[src/rtl/cfg_reg_bank.sv]
// Command-driven configuration register bank: shadow channel/baud registers,
// auto or explicit commit to the active outputs (held off by cfg_busy_i), and sticky error flags.
module cfg_reg_bank #(
    parameter int unsigned NUM_CH   = 4,
    parameter int unsigned DW       = 8,
    parameter int unsigned RST_CHNL = 3,
    parameter int unsigned RST_BAUD = 5
) (
    input  logic                     clk_i,
    input  logic                     rst_n,
    input  logic [NUM_CH*DW-1:0]     div_data_i,
    input  logic                     cfg_busy_i,
    input  logic [DW-1:0]            cmd_addr_i,
    input  logic [DW-1:0]            cmd_data_i,
    input  logic [1:0]               cmd_opt_i,
    output logic [DW-1:0]            cmd_rdata_o,
    output logic                     cmd_rvalid_o,
    output logic                     cmd_err_o,
    output logic [$clog2(NUM_CH)-1:0] con_bit_o,
    output logic [2:0]               uart_baud_o,
    output logic                     cfg_upd_o
);

    localparam int unsigned CH_W = $clog2(NUM_CH);

    typedef enum logic {
        ST_IDLE,
        ST_PEND
    } state_t;

    state_t            r_state;
    logic [CH_W-1:0]   r_sh_chnl;
    logic [CH_W-1:0]   r_act_chnl;
    logic [2:0]        r_sh_baud;
    logic [2:0]        r_act_baud;
    logic              r_auto;
    logic              r_addr_err;
    logic              r_val_err;
    logic [DW-1:0]     r_rdata;
    logic              r_rvalid;
    logic              r_err;
    logic              r_upd;

    logic              w_wr;
    logic              w_rd;
    logic              w_a_chnl;
    logic              w_a_div;
    logic              w_a_baud;
    logic              w_a_ctrl;
    logic              w_a_stat;
    logic              w_a_bad;
    logic              w_chnl_ok;
    logic              w_wr_chnl;
    logic              w_wr_baud;
    logic              w_wr_ctrl;
    logic              w_wr_stat;
    logic              w_addr_err;
    logic              w_val_err;
    logic              w_req;
    logic [DW-1:0]     w_div_sel;
    logic [DW-1:0]     w_rd_mux;

    always_comb begin
        w_wr       = (cmd_opt_i == 2'b01);
        w_rd       = (cmd_opt_i == 2'b10);
        w_a_chnl   = (cmd_addr_i == DW'(0));
        w_a_div    = (cmd_addr_i == DW'(1));
        w_a_baud   = (cmd_addr_i == DW'(2));
        w_a_ctrl   = (cmd_addr_i == DW'(3));
        w_a_stat   = (cmd_addr_i == DW'(4));
        w_a_bad    = (cmd_addr_i > DW'(4));
        w_chnl_ok  = (cmd_data_i < DW'(NUM_CH));
        w_wr_chnl  = w_wr & w_a_chnl & w_chnl_ok;
        w_wr_baud  = w_wr & w_a_baud;
        w_wr_ctrl  = w_wr & w_a_ctrl;
        w_wr_stat  = w_wr & w_a_stat;
        w_val_err  = w_wr & w_a_chnl & ~w_chnl_ok;
        w_addr_err = ((w_wr | w_rd) & w_a_bad) | (w_wr & w_a_div);
        // AUTO is sampled before this edge's CTRL write takes effect
        w_req      = (r_auto & (w_wr_chnl | w_wr_baud)) | (w_wr_ctrl & cmd_data_i[0]);
    end

    always_comb begin
        w_div_sel = '0;
        for (int unsigned k = 0; k < NUM_CH; k++) begin
            if (r_act_chnl == CH_W'(k)) begin
                w_div_sel = div_data_i[k*DW +: DW];
            end
        end
    end

    always_comb begin
        w_rd_mux = '0;
        if (w_a_chnl) begin
            w_rd_mux = DW'(r_sh_chnl);
        end else if (w_a_div) begin
            w_rd_mux = w_div_sel;
        end else if (w_a_baud) begin
            w_rd_mux = DW'(r_sh_baud);
        end else if (w_a_ctrl) begin
            w_rd_mux = DW'({r_auto, 1'b0});
        end else if (w_a_stat) begin
            w_rd_mux = DW'({r_val_err, r_addr_err, r_state == ST_PEND});
        end
    end

    always_ff @(posedge clk_i or negedge rst_n) begin
        if (!rst_n) begin
            r_sh_chnl  <= CH_W'(RST_CHNL);
            r_sh_baud  <= 3'(RST_BAUD);
            r_auto     <= 1'b1;
            r_addr_err <= 1'b0;
            r_val_err  <= 1'b0;
            r_rdata    <= '0;
            r_rvalid   <= 1'b0;
            r_err      <= 1'b0;
        end else begin
            r_rvalid <= w_rd;
            r_err    <= w_addr_err | w_val_err;
            if (w_rd) begin
                r_rdata <= w_rd_mux;
            end
            if (w_wr_chnl) begin
                r_sh_chnl <= cmd_data_i[CH_W-1:0];
            end
            if (w_wr_baud) begin
                r_sh_baud <= cmd_data_i[2:0];
            end
            if (w_wr_ctrl) begin
                r_auto <= cmd_data_i[1];
            end
            // set takes priority over a simultaneous write-1-to-clear
            r_addr_err <= w_addr_err | (r_addr_err & ~(w_wr_stat & cmd_data_i[1]));
            r_val_err  <= w_val_err  | (r_val_err  & ~(w_wr_stat & cmd_data_i[2]));
        end
    end

    always_ff @(posedge clk_i or negedge rst_n) begin
        if (!rst_n) begin
            r_state    <= ST_IDLE;
            r_act_chnl <= CH_W'(RST_CHNL);
            r_act_baud <= 3'(RST_BAUD);
            r_upd      <= 1'b0;
        end else begin
            r_upd <= 1'b0;
            unique case (r_state)
                ST_IDLE: begin
                    if (w_req) begin
                        r_state <= ST_PEND;
                    end
                end
                ST_PEND: begin
                    if (!cfg_busy_i) begin
                        r_act_chnl <= r_sh_chnl;
                        r_act_baud <= r_sh_baud;
                        r_upd      <= 1'b1;
                        r_state    <= w_req ? ST_PEND : ST_IDLE;
                    end
                end
                default: r_state <= ST_IDLE;
            endcase
        end
    end

    assign cmd_rdata_o  = r_rdata;
    assign cmd_rvalid_o = r_rvalid;
    assign cmd_err_o    = r_err;
    assign con_bit_o    = r_act_chnl;
    assign uart_baud_o  = r_act_baud;
    assign cfg_upd_o    = r_upd;

endmodule

[config.mk]
export PLATFORM = sky130hd
export DESIGN_NAME = cfg_reg_bank
export DESIGN_NICKNAME = d
export VERILOG_FILES = /design/src/rtl/cfg_reg_bank.sv
export SDC_FILE = /design/constraint.sdc
export NUM_CORES = 1
export LEC_CHECK = 0
export CORE_MARGIN = 2
export CORE_UTILIZATION = 57
export DETAILED_ROUTE_END_ITERATION = 16
export DONT_BUFFER_PORTS = 1
export PLACE_DENSITY = 0.72
export SLEW_MARGIN = 0
export SYNTH_ARGS = -nofsm -noshare
export SYNTH_HDL_FRONTEND = slang
export SYNTH_SLANG_ARGS = --single-unit
[constraint.sdc]
create_clock -name clk_i -period 2.6 [get_ports clk_i]
set_input_delay 0.52 -clock clk_i [delete_from_list [all_inputs] [get_ports clk_i]]
set_output_delay 0.52 -clock clk_i [all_outputs]
set_load 0.05 [all_outputs]
Word level (Yosys, flattened, before mapping)
Cells that the tools add are included.

Bitwise logic cells: 26. Equality and inequality tests: 9. Muxes and demuxes: 14. Reductions and logical operators: 3. $lt $le $gt $ge: 2.

Operators with widths (count): 8-bit 2-to-1 mux (6); 8-bit by 2-bit equality test with 1-bit output, second input constant (2); 1-bit bitwise AND (14); 3-bit 2-to-1 mux (3); 8-bit by 1-bit equality test with 1-bit output, second input constant (1); 8-bit by 3-bit equality test with 1-bit output, second input constant (1); 8-bit by 3-bit > comparator with 1-bit output, second input constant (1); 8-bit zero test (1); 8-bit by 3-bit less-than comparator with 1-bit output, second input constant (1); 1-bit bitwise OR (7); 2-bit equality test, second input constant (3); 1-bit inverter (5); 2-bit by 1-bit equality test with 1-bit output, second input constant (2); 1-bit 2-to-1 mux (4); 2-bit zero test (1); 1-bit case mux with 2 select lines (1); 2-bit AND reduction (1).

Register bits: 25. Input port bits: 53. Word-level logic and storage cells: 66. Output and inout bits: 16.

Depth between registers and ports, before layout
Gate-level depths: netlist of run 1.

Depth in word-level cells: 9. Gate-level depth with buffers: 6. Mapped depth without buffers: 6.

Least setup slack after synthesis of run 1
No wires, ideal clock.

Kind: input port to flip-flop. From: in cmd_addr_i[5]. To: reg r_sh_baud[1]. Setup time: 0.125 ns. Stages: 5. Buffers on the path: 1. Arrival time: 1.971 ns. Slack: 0.503 ns. Data required time: 2.475 ns. Path through: or4_4 > buf_6 > nor4_4 > and3_4 > mux2_4.

Longest elaborated chain between the ends: 2.

Ends and longest elaborated chain: start, declared (RTL line 13) `input logic [DW-1:0] cmd_addr_i,`; 8-bit by 2-bit equality test with 1-bit output (RTL line 68) `w_a_baud = (cmd_addr_i == DW'(2));`; 1-bit bitwise AND (RTL line 74) `w_wr_baud = w_wr & w_a_baud;`; end signal, assigned (RTL line 110) `r_sh_baud <= 3'(RST_BAUD);`; end signal, assigned (RTL line 127) `r_sh_baud <= cmd_data_i[2:0];`; end, declared (RTL line 34) `logic [2:0] r_sh_baud;`.

No other way between the ends. A chain may end at the register's enable or synchronous reset.

Worst setup path in the final report of run 1
From: reg r_act_chnl[0], in the netlist con_bit_o[0]. To: out con_bit_o[0].

RTL lines: start, declared (RTL line 33) `logic [CH_W-1:0] r_act_chnl;`; start signal, assigned (RTL line 141) `r_act_chnl <= CH_W'(RST_CHNL);`; start signal, assigned (RTL line 154) `r_act_chnl <= r_sh_chnl;`; end, declared (RTL line 19) `output logic [$clog2(NUM_CH)-1:0] con_bit_o,`.

No word-level cell between the ends.

==> results of run 1 <==
worst max path at each step:
stage                  start            to  depth (start not counted)
6_report        con_bit_o[0]  con_bit_o[0]                          1
5_1_grt         con_bit_o[0]  con_bit_o[0]                          1
4_1_cts         con_bit_o[0]  con_bit_o[0]                          1
3_5_place_dp   cmd_addr_i[5]  r_sh_baud[1]                          4
3_3_place_gp   cmd_addr_i[5]  r_sh_baud[1]                          4
2_1_floorplan  cmd_addr_i[5]  r_sh_baud[1]                          5
final cells by class:
class                           instances  area share (%)
Multi-Input combinational cell         88            49.5
Inverter                               12            2.93
Clock buffer                            3            1.46
Clock inverter                          1           0.488
Sequential cell                        25            41.4
Tap cell                               30            2.44
Timing Repair Buffer                    3            1.79
kinds of logic after synthesis:
| family | count (synthesis) | synth area share, % |
|---|---|---|
| simple gates | 44 | 17.8 |
| flops | 25 | 42.8 |
| fa+ha+maj | 2 | 1.68 |
| mux | 18 | 20.5 |
| compound gates | 24 | 11.4 |
| buf+inv | 21 | 5.89 |
flip-flops by register name, indices dropped and copies added, names as in the netlist, 2 cells and up:
name and flops:
r_sh_chnl 2, uart_baud_o 3, con_bit_o 2, cmd_rdata_o 8, r_sh_baud 3
per-layer routing:
metal	vias up	part of all wire, %	GRT usage, %	routed length (um)
met5	-	0	0	0
li1	494	-	-	-
met1	521	40	28.0	1250
met2	57	50	36.1	1560
met3	2	8.8	4.84	273
met4	0	0.32	7.72	10
cell usage in the layout (no fill, tap or decap), types with 4 or more instances in the layout:
master,count
dfrtp_1,16
nand2_1,9
o21ai_0,5
nand3_1,11
dfstp_2,9
nor2_1,8
o41ai_1,4
mux4_2,8
inv_1,12
mux2_2,4
power by group:
group / internal (W) / total (W) / switching, W
sequential: 0.000397 / 0.000419 / 0.0000225
combinational: 0.0000271 / 0.0000560 / 0.0000289
clock: 0.0000587 / 0.000178 / 0.000119
total: 0.000483 / 0.000653 / 0.000170
metrics by stage:
step / utilization [%] / setup slack, ns
6_report: 62.1 / 0.764
5_1_grt: 62.1 / 0.653
4_1_cts: 61.7 / 0.740
3_5_place_dp: 60.1 / 0.495
3_3_place_gp: 60.1 / 0.517
2_1_floorplan: - / 0.503
timing repair:
item / CTS / global route
gates resized for setup: 0 / 0
setup endpoints to repair: 0 / 0
buffers inserted: 0 / 0
hold buffers: 1 / 1
hold endpoints to repair: 16 / 9
==> impl_metrics.env, run 1 <==
export IMPL_max_freq_mhz=545
export IMPL_synth_nets=189
export IMPL_synthMostInstantiatedCell="dfrtp_1"
export IMPL_die_height_um=55.1
export IMPL_postSynthAreaPerCell_um2=11.1
export IMPL_timing_critical_path_slowest_stage_cell="dfstp_2"
export IMPL_maxSlewHeadroom_pct=48.7
export IMPL_filler_cell_count=235
export IMPL_maximum_buffer_depth_of_the_clock_tree=2
export IMPL_yosysWarnings=0
export IMPL_period_share_pct=70.6
export IMPL_slowest_delay_ns=0.73
export IMPL_grt_remaining_overflow=0
export IMPL_core_region_area_um2=2480
export IMPL_syn_to_final_growth_pct=3.54
export IMPL_gp_congestion=0.810
export IMPL_hold_start="cmd_addr_i[2]"
export IMPL_cp_data_required_time_ns=2.08
export IMPL_fin_setup_tns_ns=0
export IMPL_outcome="complete, no violations"
export IMPL_drt_first_pass_iters=4
export IMPL_first_global_vias=1045
export IMPL_critPathBufInv=1
export IMPL_synth_enable_flop_cells=0
export IMPL_reg2reg_to="cmd_rdata_o[2]"
export IMPL_ys_top_cells_by_area="dfrtp_1, dfstp_2, mux4_2"
export IMPL_grt_util_all_layers_pct=21.8
export IMPL_r2r_start="con_bit_o[0]"
export IMPL_drv_max_cap_violation_count=0
export IMPL_ys_ff_latch=25
export IMPL_antenna_found_initial=0
export IMPL_start_util_pct=60.0
export IMPL_multiInputGateArea_um2=762
export IMPL_critical_path_class="reg -> out"
export IMPL_totalWireLength_mm=3.09
export IMPL_place_detailed_instances=156
export IMPL_fin_cells=162
export IMPL_vias=1074
export IMPL_worst_r2r_setup_slack_ns=0.80
export IMPL_dp_final_hpwl_mm=2.36
export IMPL_timing_final_max_slew_violations=0
export IMPL_crit_path_cell_trace="buf_4"
export IMPL_die_area_um2=3030
export IMPL_netlist_top_cell_by_area="dfrtp_1"
export IMPL_cts_buf_count=3
export IMPL_rsz_0062_raised_after_global_routing="no"
export IMPL_ctsRootBufferMaster="clkbuf_4"
export IMPL_power_ir_vdd_worst_mv=0.313
export IMPL_hold_slack_ns=0.277
export IMPL_stdcell_area_um2=1540
export IMPL_timing_critical_path_fanout_max=10
export IMPL_fin_skew_ns=0.00881
export IMPL_vias_per_cell=6.63
export IMPL_tritoncts="built"
export IMPL_initialDrtViolationCount=16
export IMPL_reg2regPathDepth=3
export IMPL_wl_per_cell_um=19.0
export IMPL_antenna_cells_inserted=0
export IMPL_floorplan_io_pins=69
export IMPL_share_of_the_yosys_chip_area_belonging_to_registers_pct=42.8
export IMPL_grt_start_max_net_pins=19
export IMPL_synth_async_reset_ratio_pct=100
export IMPL_synth_top_cell_area_share_pct=26.9
export IMPL_min_delay_worst_endpoint="r_val_err"
export IMPL_final_net_count=188
export IMPL_synth_main_ff_cell="dfrtp_1"
export IMPL_drt_drc=0
export IMPL_worstMarginPinSlew_ns=0.766
export IMPL_insertion_delay_ns=0.32
export IMPL_report_power_total_w=0.000653
export IMPL_worst_setup_hold_path_clk_slew_ns=0.14
export IMPL_hold_class="in -> reg"
export IMPL_crit_path_start_kind="flip-flop"
export IMPL_distinct_cell_type_count_of_the_synthesized_netlist=44
export IMPL_critical_path_endpoint_type="primary output"
export IMPL_static_leakage_power_nw=0.599
export IMPL_row_count=18
export IMPL_drive_above_1_share_pct=28.0
export IMPL_cpLargestDelayFamily="flip-flops"
export IMPL_htreeDepth=1
export IMPL_period_needed_ns=1.84
export IMPL_setup_viol=0
export IMPL_die_width_um=55.1
export IMPL_numClockSinks=25
export IMPL_power_density_cell_area_nw_per_um2=424
export IMPL_synthesis_instances=134
export IMPL_finalHoldViolations=0
export IMPL_antenna_left=0
export IMPL_area_sequential_um2=637
export IMPL_place_port_buffers=0
export IMPL_wire_length_of_the_first_global_routing_pass_mm=4.63
export IMPL_detailed_place_area_um2=1490
export IMPL_syn_area_um2=1490
export IMPL_synth_commonest_cells="dfrtp_1, inv_1, nand3_1"
export IMPL_hold_path_depth=1
export IMPL_critPathArrivalTime_ns=1.32
No activity file was read; power rests on OpenSTA's default activity.
==> run 2, diff against run 1 <==
Clock period 2.6 ns to 1.85 ns, I/O delays scaled along.
==> impl_metrics.env, run 2 (synthesis gave the netlist of run 1 again) <==
export IMPL_outcome="complete, no violations"
export IMPL_timing_final_max_slew_violations=0
export IMPL_power_density_cell_area_nw_per_um2=590
export IMPL_fin_setup_tns_ns=0
export IMPL_grt_util_all_layers_pct=24.0
export IMPL_antenna_cells_inserted=0
export IMPL_grt_remaining_overflow=0
export IMPL_area_sequential_um2=637
export IMPL_setup_viol=0
export IMPL_drv_max_cap_violation_count=0
export IMPL_max_freq_mhz=584
export IMPL_die_width_um=55.1
export IMPL_htreeDepth=1
export IMPL_antenna_found_initial=0
export IMPL_layout_cells_most_common_list="dfrtp_1, inv_1, nand3_1"
export IMPL_cts_setup_buffers=0
export IMPL_cts_buf_count=3
export IMPL_drive_above_1_share_pct=30.1
export IMPL_first_global_vias=1067
export IMPL_core_region_area_um2=2480
export IMPL_ctsRootBufferMaster="clkbuf_4"
export IMPL_detailed_place_area_um2=1530
export IMPL_postLayoutCoreUtil_pct=63.1
export IMPL_cpLargestDelayFamily="flip-flops"
export IMPL_multiInputGateArea_um2=762
export IMPL_syn_to_final_growth_pct=5.13
export IMPL_gp_congestion=0.824
export IMPL_post_cts_resized=0
export IMPL_static_leakage_power_nw=0.621
export IMPL_maximum_buffer_depth_of_the_clock_tree=2
export IMPL_rsz_0062_raised_after_global_routing="no"
export IMPL_critical_path_endpoint_type="flip-flop"
export IMPL_critPathArrivalTime_ns=1.93
export IMPL_period_needed_ns=1.71
export IMPL_power_ir_vdd_worst_mv=0.369
export IMPL_fin_cells=166
export IMPL_crit_path_start_kind="flip-flop"
export IMPL_fin_skew_ns=0.00627
export IMPL_final_net_count=192
export IMPL_timing_critical_path_fanout_max=5
export IMPL_maxSlewHeadroom_pct=28.0
export IMPL_cp_data_required_time_ns=2.07
export IMPL_floorplan_io_pins=69
export IMPL_critical_path_class="reg -> reg"
export IMPL_slowest_delay_ns=0.64
export IMPL_numClockSinks=25
export IMPL_initialDrtViolationCount=13
export IMPL_row_count=18
export IMPL_period_share_pct=92.5
export IMPL_drt_first_pass_iters=4
export IMPL_max_reg_flops=8
export IMPL_die_height_um=55.1
export IMPL_final_setup_worst_slack_ns=0.138
export IMPL_start_util_pct=60.0
export IMPL_vias=1086
export IMPL_vias_per_cell=6.54
export IMPL_die_area_um2=3030
export IMPL_totalWireLength_mm=3.24
export IMPL_insertion_delay_ns=0.33
export IMPL_critPathBufInv=1
export IMPL_crit_path_cell_trace="buf_4 > mux4_2 > nand3_1 > o21ai_0"
export IMPL_mostFrequentLayoutCell="dfrtp_1"
export IMPL_ctsHoldBuffers=1
export IMPL_wl_per_cell_um=19.5
export IMPL_grt_start_max_net_pins=26
export IMPL_filler_cell_count=213
export IMPL_dp_slack_ns=0.0360
export IMPL_drt_drc=0
export IMPL_tritoncts="built"
export IMPL_worstMarginPinSlew_ns=1.08
export IMPL_finalHoldViolations=0
export IMPL_wire_length_of_the_first_global_routing_pass_mm=5.09
export IMPL_place_detailed_instances=161
export IMPL_dp_final_hpwl_mm=2.54
export IMPL_hold_class="in -> reg"
export IMPL_timing_critical_path_slowest_stage_cell="dfstp_2"
export IMPL_stdcell_area_um2=1560
export IMPL_worst_setup_hold_path_clk_slew_ns=0.14
export IMPL_antenna_left=0
export IMPL_place_port_buffers=0
[run 2: path summary, 6_finish.rpt]
| check | from | to | slack (ns) | cells after the start |
|---|---|---|---|---|
| max in group asynchronous | rst_n | cmd_rvalid_o | 0.54 | 1 |
| worst min register to register | r_addr_err | r_addr_err | 0.53 | 2 |
| min in group asynchronous | rst_n | r_state | 0.67 | 1 |
| worst max-delay path | con_bit_o[0] | cmd_rdata_o[3] | 0.14 | 4 |
| worst min-delay path | cmd_addr_i[2] | r_val_err | 0.11 | 1 |
| worst max register to register | con_bit_o[0] | cmd_rdata_o[3] | 0.14 | 4 |
[run 2: per-layer routing]
| layer | wire length [um] | GRT usage [%] | share of wire [%] |
|---|---|---|---|
| met2 | 1620 | 35.5 | 50 |
| met1 | 1300 | 32.7 | 40 |
| met4 | 42 | 10.6 | 1.3 |
| met5 | 0 | 0 | 0 |
| met3 | 279 | 6.99 | 8.6 |
[run 2: stage by stage]
step	hold slack (ns)	power [W]
after CTS	0.108	0.000929
after floorplan	0.0744	0.000662
after global placement	0.0751	0.000664
after detailed placement	0.0749	0.000667
final	0.106	0.000922
after global routing	0.0854	0.000965
[run 2: area by class of cell]
cell class / instances / area share (%)
repair buffers: 7 / 3.52
clock buffers: 4 / 1.68
flip-flops and latches: 25 / 40.8
inverters: 12 / 2.88
well taps: 30 / 2.40
multi-input cells: 88 / 48.8
[run 2: report_power, final]
group	total (W)	switching [W]	leakage, nW	internal (W)
Sequential	0.000589	0.0000312	0.306	0.000558
Clock	0.000254	0.000169	0.0150	0.0000847
Combinational	0.0000787	0.0000404	0.300	0.0000383
Total	0.000922	0.000241	0.621	0.000681
